### config.mk
export PLATFORM = sky130hd
export DESIGN_NAME = imem_loader
export DESIGN_NICKNAME = d
export VERILOG_FILES = /design/src/rtl/imem_loader.sv
export SDC_FILE = /design/constraint.sdc
export NUM_CORES = 1
export LEC_CHECK = 0
export ABC_AREA = 0
export BUFFER_PORTS_ARGS = -buffer_cell sky130_fd_sc_hd__buf_2
export CAP_MARGIN = 20
export CORE_ASPECT_RATIO = 1.2
export CORE_MARGIN = 2
export CORE_UTILIZATION = 60
export DETAILED_ROUTE_END_ITERATION = 7
export GPL_TIMING_DRIVEN = 0
export PLACE_DENSITY = 0.8
export SLEW_MARGIN = 15
export SYNTH_ARGS = -nofsm -noshare
export SYNTH_HDL_FRONTEND = slang
export SYNTH_SLANG_ARGS = --single-unit
### constraint.sdc
create_clock -name clk -period 6.09 [get_ports clk]
set_input_delay 1.218 -clock clk [delete_from_list [all_inputs] [get_ports clk]]
set_output_delay 1.218 -clock clk [all_outputs]
set_load 0.02 [all_outputs]
### src/rtl/imem_loader.sv
// imem_loader: boot-time writer for the 16-bit instruction memory.
// Streams an image in over valid/ready, writes it from BASE_ADDR upward,
// reads it back to compare checksums, and keeps the fetch PC frozen until
// the image has been loaded and verified.
module imem_loader #(
    parameter int unsigned ADDR_W    = 20,
    parameter int unsigned DATA_W    = 16,
    parameter int unsigned BASE_ADDR = 32
) (
    input  logic              clk,
    input  logic              rst,
    input  logic              start,
    input  logic              src_valid,
    input  logic [DATA_W-1:0] src_data,
    input  logic              src_last,
    output logic              src_ready,
    output logic              mem_wr,
    output logic [ADDR_W-1:0] mem_wr_addr,
    output logic [DATA_W-1:0] mem_wr_data,
    output logic              mem_rd,
    output logic [ADDR_W-1:0] mem_rd_addr,
    input  logic [DATA_W-1:0] mem_rd_data,
    output logic              pc_hold,
    output logic              busy,
    output logic              done,
    output logic              error,
    output logic [ADDR_W-1:0] word_count
);

    localparam logic [ADDR_W-1:0] L_BASE = ADDR_W'(BASE_ADDR);
    localparam logic [ADDR_W-1:0] L_TOP  = '1;

    typedef enum logic [2:0] {
        IDLE,
        LOAD,
        VERIFY_RD,
        VERIFY_CMP,
        DONE,
        ERROR
    } state_t;

    state_t             r_state;
    logic [ADDR_W-1:0]  r_wr_ptr;
    logic [ADDR_W-1:0]  r_rd_ptr;
    logic [ADDR_W-1:0]  r_rd_cnt;
    logic [ADDR_W-1:0]  r_word_count;
    logic [DATA_W-1:0]  r_load_sum;
    logic [DATA_W-1:0]  r_ver_sum;
    logic               r_src_ready;
    logic               r_mem_wr;
    logic [ADDR_W-1:0]  r_mem_wr_addr;
    logic [DATA_W-1:0]  r_mem_wr_data;
    logic               r_mem_rd;
    logic [ADDR_W-1:0]  r_mem_rd_addr;
    logic               r_pc_hold;
    logic               r_busy;
    logic               r_done;
    logic               r_error;

    logic               w_hs;
    logic [DATA_W-1:0]  w_ver_next;
    logic [ADDR_W-1:0]  w_rd_ptr_next;
    logic [ADDR_W-1:0]  w_rd_cnt_next;

    assign w_hs          = src_valid & r_src_ready;
    assign w_ver_next    = r_ver_sum + mem_rd_data;
    assign w_rd_ptr_next = r_rd_ptr + 1'b1;
    assign w_rd_cnt_next = r_rd_cnt + 1'b1;

    // Loader FSM: all outputs are registered and updated alongside the state.
    // Write and read strobes default low so each is a single-cycle pulse.
    always_ff @(posedge clk or negedge rst) begin
        if (!rst) begin
            r_state       <= IDLE;
            r_wr_ptr      <= L_BASE;
            r_rd_ptr      <= L_BASE;
            r_rd_cnt      <= '0;
            r_word_count  <= '0;
            r_load_sum    <= '0;
            r_ver_sum     <= '0;
            r_src_ready   <= 1'b0;
            r_mem_wr      <= 1'b0;
            r_mem_wr_addr <= L_BASE;
            r_mem_wr_data <= '0;
            r_mem_rd      <= 1'b0;
            r_mem_rd_addr <= L_BASE;
            r_pc_hold     <= 1'b1;
            r_busy        <= 1'b0;
            r_done        <= 1'b0;
            r_error       <= 1'b0;
        end else begin
            r_mem_wr <= 1'b0;
            r_mem_rd <= 1'b0;
            case (r_state)
                IDLE, DONE, ERROR: begin
                    if (start) begin
                        r_state      <= LOAD;
                        r_wr_ptr     <= L_BASE;
                        r_word_count <= '0;
                        r_load_sum   <= '0;
                        r_ver_sum    <= '0;
                        r_src_ready  <= 1'b1;
                        r_busy       <= 1'b1;
                        r_pc_hold    <= 1'b1;
                        r_done       <= 1'b0;
                        r_error      <= 1'b0;
                    end
                end

                LOAD: begin
                    if (w_hs) begin
                        r_mem_wr      <= 1'b1;
                        r_mem_wr_addr <= r_wr_ptr;
                        r_mem_wr_data <= src_data;
                        r_wr_ptr      <= r_wr_ptr + 1'b1;
                        r_word_count  <= r_word_count + 1'b1;
                        r_load_sum    <= r_load_sum + src_data;
                        if (src_last) begin
                            // Present the first read address as we enter
                            // VERIFY_RD so mem_rd is high during that state.
                            r_state       <= VERIFY_RD;
                            r_src_ready   <= 1'b0;
                            r_rd_ptr      <= L_BASE;
                            r_rd_cnt      <= '0;
                            r_mem_rd      <= 1'b1;
                            r_mem_rd_addr <= L_BASE;
                        end else if (r_wr_ptr == L_TOP) begin
                            r_state     <= ERROR;
                            r_src_ready <= 1'b0;
                            r_busy      <= 1'b0;
                            r_error     <= 1'b1;
                        end
                    end
                end

                VERIFY_RD: begin
                    r_state <= VERIFY_CMP;
                end

                VERIFY_CMP: begin
                    r_ver_sum <= w_ver_next;
                    r_rd_ptr  <= w_rd_ptr_next;
                    r_rd_cnt  <= w_rd_cnt_next;
                    if (w_rd_cnt_next == r_word_count) begin
                        r_busy <= 1'b0;
                        if (w_ver_next == r_load_sum) begin
                            r_state   <= DONE;
                            r_done    <= 1'b1;
                            r_pc_hold <= 1'b0;
                        end else begin
                            r_state <= ERROR;
                            r_error <= 1'b1;
                        end
                    end else begin
                        r_state       <= VERIFY_RD;
                        r_mem_rd      <= 1'b1;
                        r_mem_rd_addr <= w_rd_ptr_next;
                    end
                end

                default: begin
                    r_state <= IDLE;
                end
            endcase
        end
    end

    assign src_ready   = r_src_ready;
    assign mem_wr      = r_mem_wr;
    assign mem_wr_addr = r_mem_wr_addr;
    assign mem_wr_data = r_mem_wr_data;
    assign mem_rd      = r_mem_rd;
    assign mem_rd_addr = r_mem_rd_addr;
    assign pc_hold     = r_pc_hold;
    assign busy        = r_busy;
    assign done        = r_done;
    assign error       = r_error;
    assign word_count  = r_word_count;

endmodule
* Yosys cells after proc, flatten, opt, wreduce, memory -nomap -nowiden
Index checks and enable logic that the tools add are counted.
Operators by class: eq/ne operators 18, reductions and logical operators 16, mux-type cells 53, add/sub/neg operators 6, bitwise gates (word level) 1
Operators by type and width (count):
- 20-bit one-hot mux with 2 select lines | 5
- 20-bit 2-to-1 mux | 9
- 20-bit by 1-bit adder with 20-bit output (second input constant) | 4
- 16-bit one-hot mux with 2 select lines | 2
- 16-bit adder | 2
- 16-bit 2-to-1 mux | 2
- 1-bit 2-to-1 mux | 23
- 20-bit equality test | 1
- 20-bit equality test (second input constant) | 1
- 2-bit != test (second input constant) | 9
- 16-bit equality test | 1
- 3-bit 2-to-1 mux | 5
- 3-bit one-hot mux with 4 select lines | 1
- 4-bit AND reduction | 3
- 3-bit AND reduction | 3
- 1-bit one-hot mux with 2 select lines | 4
- 7-bit AND reduction | 1
- 3-bit by 2-bit equality test with 1-bit output (second input constant) | 2
- 3-bit equality test (second input constant) | 2
- 1-bit one-hot mux with 3 select lines | 2
- 6-bit AND reduction | 1
- 2-bit nonzero test | 3
- 2-bit AND reduction | 2
- 3-bit by 1-bit equality test with 1-bit output (second input constant) | 1
- 5 further kinds | 5
Word-level totals: logic and storage cells 111, output and inout bits 83, input port bits 37, flip-flop bits (word level) 178

* Longest topological paths before layout
depth in word-level cells 5, mapped depth 12

* Worst setup path before layout
OpenSTA, ideal clock, no wires.
path kind input to register, from input mem_rd_data[0], to register r_state[0], cell stages on the path 11, arrival time 3.682 ns, setup slack 2.278 ns, setup time 0.130 ns, path buffers 0, required time 5.960 ns, cells stage by stage ha_1 inv_1 fa_1 xnor2_1 nor3_1 nand4_1 a2111oi_0 o2111ai_1 or4_4 nor4b_4 o21ai_0
Between the ends: cells in the longest elaborated chain, start to end 5
RTL lines:
- from (decl) | RTL line 22 | input logic [DATA_W-1:0] mem_rd_data,
- 16-bit adder | RTL line 66 | assign w_ver_next = r_ver_sum + mem_rd_data;
- 16-bit equality test | RTL line 146 | if (w_ver_next == r_load_sum) begin
- 1-bit 2-to-1 mux | RTL line 146
- 3-bit 2-to-1 mux | RTL line 144 | if (w_rd_cnt_next == r_word_count) begin
- 3-bit one-hot mux with 4 select lines | RTL line 94 | case (r_state)
- to (signal assigned) | RTL line 97 | r_state <= LOAD;
- to (signal assigned) | RTL line 147 | r_state <= DONE;
- to (signal assigned) | RTL line 151 | r_state <= ERROR;
- to (decl) | RTL line 42 | state_t r_state;
Every way passes these cells. A chain may end at the register's enable or synchronous reset.

* Worst setup path in the final report
from input mem_rd_data[0], to register r_error (netlist: error)
Between the ends: cells in the longest elaborated chain, start to end 4
RTL lines:
- 16-bit adder | RTL line 66
- 16-bit equality test | RTL line 146
- 2-bit != test (no line)
- 7-bit AND reduction (no line)
- to (signal assigned) | RTL line 90 | r_error <= 1'b0;
- to (signal assigned) | RTL line 106 | r_error <= 1'b0;
- to (signal assigned) | RTL line 152 | r_error <= 1'b1;
- to (decl) | RTL line 58 | logic r_error;
Every way passes these cells.

==> impl_metrics.yaml <==
cts:
  cts_hold_repair_buffers: 0
  clock_tree.root_cell: "sky130_fd_sc_hd__clkbuf_16"
  numClockSinks: 178
  max_buffers_root_to_sink: 2
  cts.repair.resized: 0
  clock_insertion_delay_at_the_later_pin_of_the_skew_report_ns: 0.45
  cts-buffers-inserted: 17
  h-tree-depth: 4
  clkTransAtPathRegs_ns: 0.07
  cts_tree: "yes"
  cts_setup_buffers: 0
die:
  die-width_um: 125
  design.die.area_um2: 18700
  placementRows: 53
  initial_core_util_pct: 60.7
  die_height_um: 149
  floorplan.io_pins: 120
  coreArea_um2: 17400
power:
  p_per_area_nw_per_um2: 377
  power.leakage_uw: 0.00599
  peakVddDrop_uv: 249
yosys:
  syn_area_per_cell_um2: 9.01
  synth_area_um2: 10600
  synth.largest_area_cell: "sky130_fd_sc_hd__dfrtp_1"
  yosysWarningCount: 0
  adder_cell_fraction_of_synth_area_pct: 4.41
  synth.lib_cells_used.distinct: 80
  synthXorXnorAreaFrac_pct: 9.84
  synthesis.nets: 1244
  area_fraction_in_and_or_nand_and_nor_cells_after_synthesis_pct: 22.7
  post-synth-top-area-fraction_pct: 41.0
  synth_top_family_by_area: "simple AND/OR/NAND/NOR gates"
  postSynth.topFlopCell: "sky130_fd_sc_hd__dfrtp_1"
  synth-edff-count: 0
  synth_compound_gate_area_share_pct: 14.4
  share_of_synthesized_flip_flops_with_an_asynchronous_set_or_reset_pct: 100
  seq_area_frac_synth_pct: 42.3
  ys_top_cells_by_area: "sky130_fd_sc_hd__dfrtp_1 (41%), sky130_fd_sc_hd__nand2_1 (7.5%), sky130_fd_sc_hd__xor2_1 (5.0%)"
  syn_inst: 1171
  synth.ff_latch_count: 178
  synth_mux_area_share_pct: 2.82
timing:
  final-max-slew-violation-count: 0
  final.hold.worst_slack_ns: 0.467
  max_slew.worst_pin.slew_ns: 0.858
  timing.final.hold_violations: 0
  clock-skew-final_ns: 0.0121
  grt_setup_unrepaired: "no"
  final.setup.tns_ns: 0
  post-route-min-period_ns: 4.02
  final_min_period_over_clock_period_pct: 65.9
  number_of_setup_violations_in_the_final_report: 0
  clock.fmax_ghz: 0.249
  max_slew_margin_pct: 41.4
setup_path:
  cp.arrival_ns: 4.32
  crit_fanout: 3
  critPathKind: "in -> reg"
  crit_required_ns: 6.40
  timing.critical_path.to_type: "flip-flop"
  crit-reg2reg-launch: "r_rd_cnt[0]"
  reg2reg_depth: 12
  setup.reg_to_reg.worst_slack_ns: 2.39
  critical_path.reg2reg.endpoint: "mem_rd_addr[7]"
  setup.worst_path.start_class: "input pin"
drt:
  post-route-drc-count: 0
  dr.first_iter.drc_count: 703
  vias_per_cell: 6.04
  avgRoutedWirePerCell_um: 17.5
  routed-via-count: 9321
  detail-route-antenna-nets: 0
  finalWirelength_mm: 27.0
  firstDrtPassIters: 6
worst_hold_path:
  min_to: "mem_wr_addr[5]"
  worstHoldPathType: "reg -> reg"
  worstHoldPathCells: 2
  min-delay-start: "mem_wr_addr[5]"
place:
  dp.final_hpwl_mm: 19.7
  place.gp.congestion: 0.881
  placement.io_buffers: 119
cells_and_area:
  final_layout_size_suffix_gt1_share_pct: 16.0
  inserted_diodes: 0
  synthToLayoutAreaGrowth_pct: 14.5
  design.final.nets: 1384
global_route:
  grt_antenna_before_repair: 0
  vias_in_the_first_global_route: 8832
  grt_pass1_wl_mm: 44.4
  grt_start_max_net_pins: 74
  grt_remaining_overflow: 0
  grt_util_all_layers_pct: 29.3
run_status:
  run_status: "complete, no violations"
run:
  drv_cap: 0
cell families (layout without fill, tap and decap cells):
| kind of cell | Yosys count | after routing |
|---|---|---|
| simple gates | 502 | 502 |
| fa+ha+maj | 36 | 36 |
| flops | 178 | 178 |
| compound gates | 231 | 231 |
| xor+xnor | 113 | 113 |
| buf+inv | 84 | 237 |
| mux | 27 | 27 |
routing by layer:
metal	routed length [um]	GRT usage [%]	up-vias
li1	-	-	4400
met1	11300	37.5	4519
met2	13400	49.6	331
met3	1360	4.77	71
met4	997	12.6	0
met5	0	0	-
critical path: stages:
cell and delay [ns]:
sky130_fd_sc_hd__buf_2 0.12, sky130_fd_sc_hd__ha_1 0.24, sky130_fd_sc_hd__inv_1 0.09, sky130_fd_sc_hd__fa_1 0.45, sky130_fd_sc_hd__xnor2_1 0.16, sky130_fd_sc_hd__nor3_1 0.26, sky130_fd_sc_hd__nand4_1 0.12, sky130_fd_sc_hd__a2111oi_0 0.36
sky130_fd_sc_hd__o2111ai_1 0.19, sky130_fd_sc_hd__or4_4 0.60, sky130_fd_sc_hd__nor4_1 0.40, sky130_fd_sc_hd__o31ai_1 0.12
state kept, by name (all words and copies together) (netlist names):
signal / cells
done: 1
mem_wr_data: 16
busy: 1
mem_wr_addr: 20
mem_rd_addr: 20
r_rd_ptr: 20
error: 1
mem_rd: 1
pc_hold: 1
r_state: 3
mem_wr: 1
r_ver_sum: 16
src_ready: 1
r_wr_ptr: 20
r_load_sum: 16
word_count: 20
r_rd_cnt: 20
power breakdown:
group / switching, uW / leakage [uW] / internal, uW
clock: 516 / 0.000297 / 621
sequential: 186 / 0.00240 / 1380
combinational: 1150 / 0.00329 / 702
total: 1860 / 0.00599 / 2700
worst max-delay path by stage:
stage,from,endpoint,slack (ns),cells after the start
2_1_floorplan,mem_rd_data[0],r_state[0],2.28,11
5_1_grt,mem_rd_data[0],error,1.95,12
4_1_cts,mem_rd_data[8],error,2.14,11
3_5_place_dp,mem_rd_data[0],error,1.70,12
6_report,mem_rd_data[0],error,2.07,12
3_3_place_gp,rst,mem_wr_addr[3],0.95,1
area by class of cell:
type | count | area [um^2]
clock buffer | 18 | 429
timing repair buffer | 121 | 661
fill | 1398 | 5290
buffer | 64 | 299
clock inverter | 14 | 170
tap | 220 | 275
sequential | 178 | 4460
multi-input combinational | 909 | 5720
inverter | 20 | 75.1
Yosys cell counts (19+ instances only):
cell type / count
sky130_fd_sc_hd__xor2_1: 60
sky130_fd_sc_hd__xnor2_1: 49
sky130_fd_sc_hd__ha_1: 34
sky130_fd_sc_hd__nand4_1: 21
sky130_fd_sc_hd__clkbuf_1: 41
sky130_fd_sc_hd__and3_1: 26
sky130_fd_sc_hd__a21oi_1: 34
sky130_fd_sc_hd__nor3_1: 19
sky130_fd_sc_hd__inv_1: 19
sky130_fd_sc_hd__nor2_1: 99
sky130_fd_sc_hd__nand3_1: 47
sky130_fd_sc_hd__nand2_1: 211
sky130_fd_sc_hd__dfrtp_1: 173
sky130_fd_sc_hd__o21ai_0: 85
through the flow:
stage | utilization [%] | cells | total power (uW) | worst slack, ns | area, um^2
6_report | 69.6 | 1544 | 4560 | 2.07 | 12100
3_5_place_dp | 66.1 | 1512 | 3410 | 1.70 | 11500
5_1_grt | 69.6 | 1544 | 4830 | 1.95 | 12100
4_1_cts | 69.6 | 1544 | 4550 | 2.14 | 12100
2_1_floorplan | - | 1171 | 2870 | 2.28 | 10600
3_3_place_gp | 65.8 | 1510 | 3360 | 0.951 | 11400
layout by cell type, fill, tap and decap left out, types with 16 or more instances in the layout:
| master | count |
|---|---|
| sky130_fd_sc_hd__nand2_1 | 211 |
| sky130_fd_sc_hd__dfrtp_1 | 173 |
| sky130_fd_sc_hd__buf_2 | 125 |
| sky130_fd_sc_hd__nor2_1 | 99 |
| sky130_fd_sc_hd__o21ai_0 | 85 |
| sky130_fd_sc_hd__xor2_1 | 60 |
| sky130_fd_sc_hd__xnor2_1 | 49 |
| sky130_fd_sc_hd__nand3_1 | 47 |
| sky130_fd_sc_hd__clkbuf_1 | 42 |
| sky130_fd_sc_hd__a21oi_1 | 34 |
| sky130_fd_sc_hd__ha_1 | 34 |
| sky130_fd_sc_hd__and3_1 | 26 |
| sky130_fd_sc_hd__nand4_1 | 21 |
| sky130_fd_sc_hd__inv_1 | 19 |
| sky130_fd_sc_hd__nor3_1 | 19 |
| sky130_fd_sc_hd__mux2_2 | 17 |
| sky130_fd_sc_hd__clkbuf_16 | 17 |
| sky130_fd_sc_hd__a21o_1 | 16 |
No activity file was read; power rests on OpenSTA's default activity.
